--- src/rtl/stream_dispatcher_pkg.sv ---
// Shared constants and state encoding for the stream dispatcher.
// Word width, destination count, select width and FSM states.
package stream_dispatcher_pkg;

   localparam int WORD_W   = 16;
   localparam int SD_NDEST = 4;
   localparam int SEL_W    = 2;
   localparam int CNT_W    = 16;

   typedef enum logic {
      EMPTY = 1'b0,
      HOLD  = 1'b1
   } sd_state_t;

endpackage

--- src/rtl/stream_dispatcher_dmux4way.sv ---
// One-hot 1-to-4 demultiplexer used for the out_valid decode.
// Ports: in (bit to route), sel (2-bit index), a..d (outputs 0..3).
module dmux4way (
   input  logic       in,
   input  logic [1:0] sel,
   output logic       a,
   output logic       b,
   output logic       c,
   output logic       d
);

   always_comb begin
      a = 1'b0;
      b = 1'b0;
      c = 1'b0;
      d = 1'b0;
      unique case (sel)
         2'd0: a = in;
         2'd1: b = in;
         2'd2: c = in;
         2'd3: d = in;
         default: a = 1'b0;
      endcase
   end

endmodule

--- src/rtl/stream_dispatcher.sv ---
// Single-word buffer routing a stream to one of four destinations.
// Ports: clk, rst_n (sync, active-low); in_valid/in_ready/in_data,
//   in_dest_en/in_dest (directed vs round-robin); out_valid (one-hot),
//   out_ready, out_data (broadcast), sel, dispatch_count.
module stream_dispatcher
   import stream_dispatcher_pkg::*;
#(
   parameter int WIDTH = WORD_W,
   parameter int NDEST = SD_NDEST
) (
   input  logic               clk,
   input  logic               rst_n,
   input  logic               in_valid,
   output logic               in_ready,
   input  logic [WIDTH-1:0]   in_data,
   input  logic               in_dest_en,
   input  logic [SEL_W-1:0]   in_dest,
   output logic [NDEST-1:0]   out_valid,
   input  logic [NDEST-1:0]   out_ready,
   output logic [WIDTH-1:0]   out_data,
   output logic [SEL_W-1:0]   sel,
   output logic [CNT_W-1:0]   dispatch_count
);

   sd_state_t        state;
   sd_state_t        state_n;
   logic [SEL_W-1:0] rr_ptr;
   logic [SEL_W-1:0] rr_nxt;
   logic             rr_word;
   logic             hold;
   logic             dispatch;
   logic             accept;

   assign hold     = (state == HOLD);
   assign dispatch = hold & out_ready[sel];
   assign in_ready = rst_n & (~hold | dispatch);
   assign accept   = in_valid & in_ready;

   // A word accepted on the same edge that retires a round-robin
   // word must see the already-advanced pointer.
   assign rr_nxt = rr_ptr + SEL_W'(dispatch & rr_word);

   always_ff @(posedge clk) begin
      if (!rst_n) state <= EMPTY;
      else        state <= state_n;
   end

   always_comb begin
      state_n = state;
      unique case (state)
         EMPTY:   if (accept) state_n = HOLD;
         HOLD:    if (dispatch && !accept) state_n = EMPTY;
         default: state_n = EMPTY;
      endcase
   end

   always_ff @(posedge clk) begin
      if (!rst_n) begin
         rr_ptr         <= '0;
         rr_word        <= 1'b0;
         sel            <= '0;
         out_data       <= '0;
         dispatch_count <= '0;
      end else begin
         rr_ptr <= rr_nxt;
         if (dispatch)
            dispatch_count <= dispatch_count + 1'b1;
         if (accept) begin
            out_data <= in_data;
            rr_word  <= ~in_dest_en;
            sel      <= in_dest_en ? in_dest : rr_nxt;
         end
      end
   end

   logic [3:0] ov;

   dmux4way u_dmux (
      .in  (hold),
      .sel (sel),
      .a   (ov[0]),
      .b   (ov[1]),
      .c   (ov[2]),
      .d   (ov[3])
   );

   assign out_valid = NDEST'(ov);

endmodule

--- config.mk ---
export PLATFORM = sky130hd
export DESIGN_NAME = stream_dispatcher
export DESIGN_NICKNAME = d
export VERILOG_FILES = /design/src/rtl/stream_dispatcher_pkg.sv /design/src/rtl/stream_dispatcher_dmux4way.sv /design/src/rtl/stream_dispatcher.sv
export SDC_FILE = /design/constraint.sdc
export NUM_CORES = 1
export LEC_CHECK = 0
export CORE_ASPECT_RATIO = 0.5
export CORE_UTILIZATION = 43
export DETAILED_ROUTE_END_ITERATION = 10
export PLACE_DENSITY = 0.89
export SYNTH_ARGS = -nofsm -noshare
export SYNTH_HDL_FRONTEND = slang
export SYNTH_SLANG_ARGS = --single-unit
--- constraint.sdc ---
create_clock -name clk -period 2.4 [get_ports clk]
set_input_delay 0.36 -clock clk [delete_from_list [all_inputs] [get_ports clk]]
set_output_delay 0.36 -clock clk [all_outputs]
set_load 0.01 [all_outputs]
==> impl_metrics.tcl <==
set metrics [dict create \
    outcome "finished, final reports clean" \
    total_switching_power_uw 326.7 \
    slew_headroom_pct 64.73 \
    drive_gt1_share_pct 7.308 \
    die_area_mm2 0.004204 \
    max_freq_mhz 430.7 \
    finalHoldViolCount 0 \
    clkSinkCount 38 \
    nets 287 \
    fin_skew_ns 0.005347 \
    grt-ovfl-total 0 \
    postLayoutSetupSlackWorst_ns 0.07832 \
    startpoint "out_ready[3]" \
    ys_seq_area_share_pct 44.97 \
    rsz0062_at_grt "false" \
    cellPowerDensity_mw_per_mm2 615.0 \
    endpoint "in_ready" \
    crit_path_end_kind "output pin" \
    dp_cells 302 \
    track_usage_pct 20.86 \
    drv_cap 0 \
    firstDrtPassIters 4 \
    portBuffers 64 \
    area_growth_pct 47.04 \
    regToRegSetupSlack_ns 0.33 \
    most-common-layout-cells "clkdlybuf4s50_1, dfxtp_1, nand2_1" \
    yosysUniqueCellTypes 31 \
    dp_hpwl_um 2850 \
    fillers 283 \
    clk_pin_slew_ns 0.07 \
    synth_edf_count 0 \
    cts_resized 0 \
    clockBufferDepth 2 \
    rows 15 \
    netlist.area_leader.share_pct 44.97 \
    slew_viol_final 0 \
    setup.worst_path.start_class "input pin" \
    cp.required_ns 2.04 \
    vias 1614 \
    final_cells 311 \
    drt-wirelength-per-cell_um 13.18 \
    wl_met2_um 2085 \
    postSynth.asyncResetShare_pct 0 \
    h-tree-depth 2 \
    synth_top_flop_cell "dfxtp_1" \
    cts_made_buffers 5 \
    drc 0 \
    yosys_register_bits 38 \
    clock_power_share_pct 43.8 \
    fin_crit_ns 2.322 \
    die_w_um 90.70 \
    drtIter0Drc 54 \
    met3_length_um 180 \
    grt_pass1_wl_um 6755 \
    coreArea_mm2 0.003603 \
    cp.arrival_ns 1.96 \
    leakagePower_uw 0.0009037 \
    top_layer "met4" \
    num_io_pins 65 \
    clock_latency_ns 0.29 \
    fin_setup_tns_ns 0 \
    synthesis.instances 198 \
    p_seq_share_pct 43.9 \
    place_ws_ns 0.01887 \
    cts_hold_buf 0 \
    hold_class "register to register" \
    grt_max_degree 40 \
    synthesis.nets 226 \
    rr_endpoint "sel[1]" \
    ant_nets 0 \
    r2r_start "sel[0]" \
    holdPathStages 2 \
    fin_crit_sh_pct 96.74 \
    dieHeight_um 46.35 \
    ir_drop_mv 0.3442 \
    critical_path_class "input pin to output pin" \
    internal_power_uw 1203 \
    vias_per_cell 5.190 \
    gp_congestion 0.8868 \
    synth.largest_area_cell "dfxtp_1" \
    syn_area_mm2 0.001692 \
    power_switching_share_pct 21.35 \
    wl_um 4098 \
    root_buffer "clkbuf_8" \
    final_common_cell "clkdlybuf4s50_1" \
    combPwrFrac_pct 12.2 \
    start_util_pct 46.94 \
    drt-met1-wl_um 1750 \
    yosysWarnings 0 \
    netlist_top_cells_area "dfxtp_1, nand3_1, nand2_1, o21ai_0, buf_6" \
    antennaDiodeCount 0 \
    antenna_found_initial 0 \
    tightestPinTransition_ns 0.5283 \
    finalSetupViolations 0 \
    syn-mean-instance-area_um2 8.544 \
    grt_pass1_vias 1478 \
    r2r_cells 8 \
    cts_tree "done" \
    worstPathMaxFanout 3 \
]
per-layer routing:
layer	GRT usage, %	up-vias
met2	38.94	40
met3	6.106	10
li1	-	810
met5	0	-
met1	23.10	754
met4	9.677	0
area by class of cell:
class	count	area [µm²]	share of cell area (%)
flip-flops and latches	38	760.7	30.58
inverters	3	11.26	0.4527
clock inverters	2	60.06	2.414
well taps	51	63.81	2.565
multi-input cells	140	803.3	32.29
clock buffers	6	82.58	3.320
repair buffers	71	705.7	28.37
synthesized netlist by cell type, types with 4 or more instances:
| library cell | count |
|---|---|
| o31ai_1 | 6 |
| buf_4 | 4 |
| nand4_1 | 4 |
| nand2_1 | 27 |
| nor2_1 | 15 |
| dfxtp_1 | 38 |
| nand3_1 | 23 |
| xor2_1 | 6 |
| a21oi_1 | 9 |
| or4_1 | 4 |
| o21ai_0 | 19 |
| buf_6 | 5 |
| clkbuf_1 | 8 |
| and3_1 | 4 |
how the worst min path moves through the flow:
stage	endpoint	slack (ns)	startpoint
floorplan	rr_word	0.44	rr_word
global placement	out_data[6]	0.45	out_data[6]
detailed placement	dispatch_count[15]	0.46	dispatch_count[15]
CTS	dispatch_count[15]	0.47	dispatch_count[15]
global route	out_data[0]	0.49	out_data[0]
finish	dispatch_count[15]	0.47	dispatch_count[15]
cells by family (layout without fill, tap and decap cells):
kind of cell | count (synthesis) | in the layout | synth area share (%)
simple gates | 89 | 89 | 25.96
compound gates | 38 | 38 | 13.31
flops | 38 | 38 | 44.97
buf+inv | 20 | 82 | 7.544
xor+xnor | 7 | 7 | 3.624
mux | 4 | 4 | 3.106
fa+ha+maj | 2 | 2 | 1.479
power by group through the flow:
stage	sequential, µW	clock (µW)	combinational [µW]
after floorplan	692	0	79.1
after global placement	685	0	179
after detailed placement	686	0	185
after CTS	672	682	185
after global routing	675	712	204
final	672	671	187
sequential cells by signal, summed over array words and instances (netlist names):
name / flops
out_data: 16
rr_ptr: 2
rr_word: 1
hold: 1
dispatch_count: 16
sel: 2
critical path, stage by stage:
cell	delay [ns]
clkdlybuf4s50_1	0.42
mux4_2	0.52
nor2_1	0.14
nor2_1	0.05
clkdlybuf4s50_1	0.47
stage by stage:
stage	hold WS (ns)	total power, µW	cell area [µm²]	utilization, %
after CTS	0.4741	1539	2480	68.82
after detailed placement	0.4629	870.9	2337	64.86
after global routing	0.4945	1591	2487	69.03
final	0.4703	1530	2487	69.03
after floorplan	0.4372	770.8	1692	-
after global placement	0.4521	864.1	2337	64.86
what timing repair did:
action	4_1_cts	5_1_grt
buffers inserted	0	1
setup endpoints to repair	0	1
endpoints found under the hold margin	0	0
Note: power is estimated with default switching activity, not from simulation.
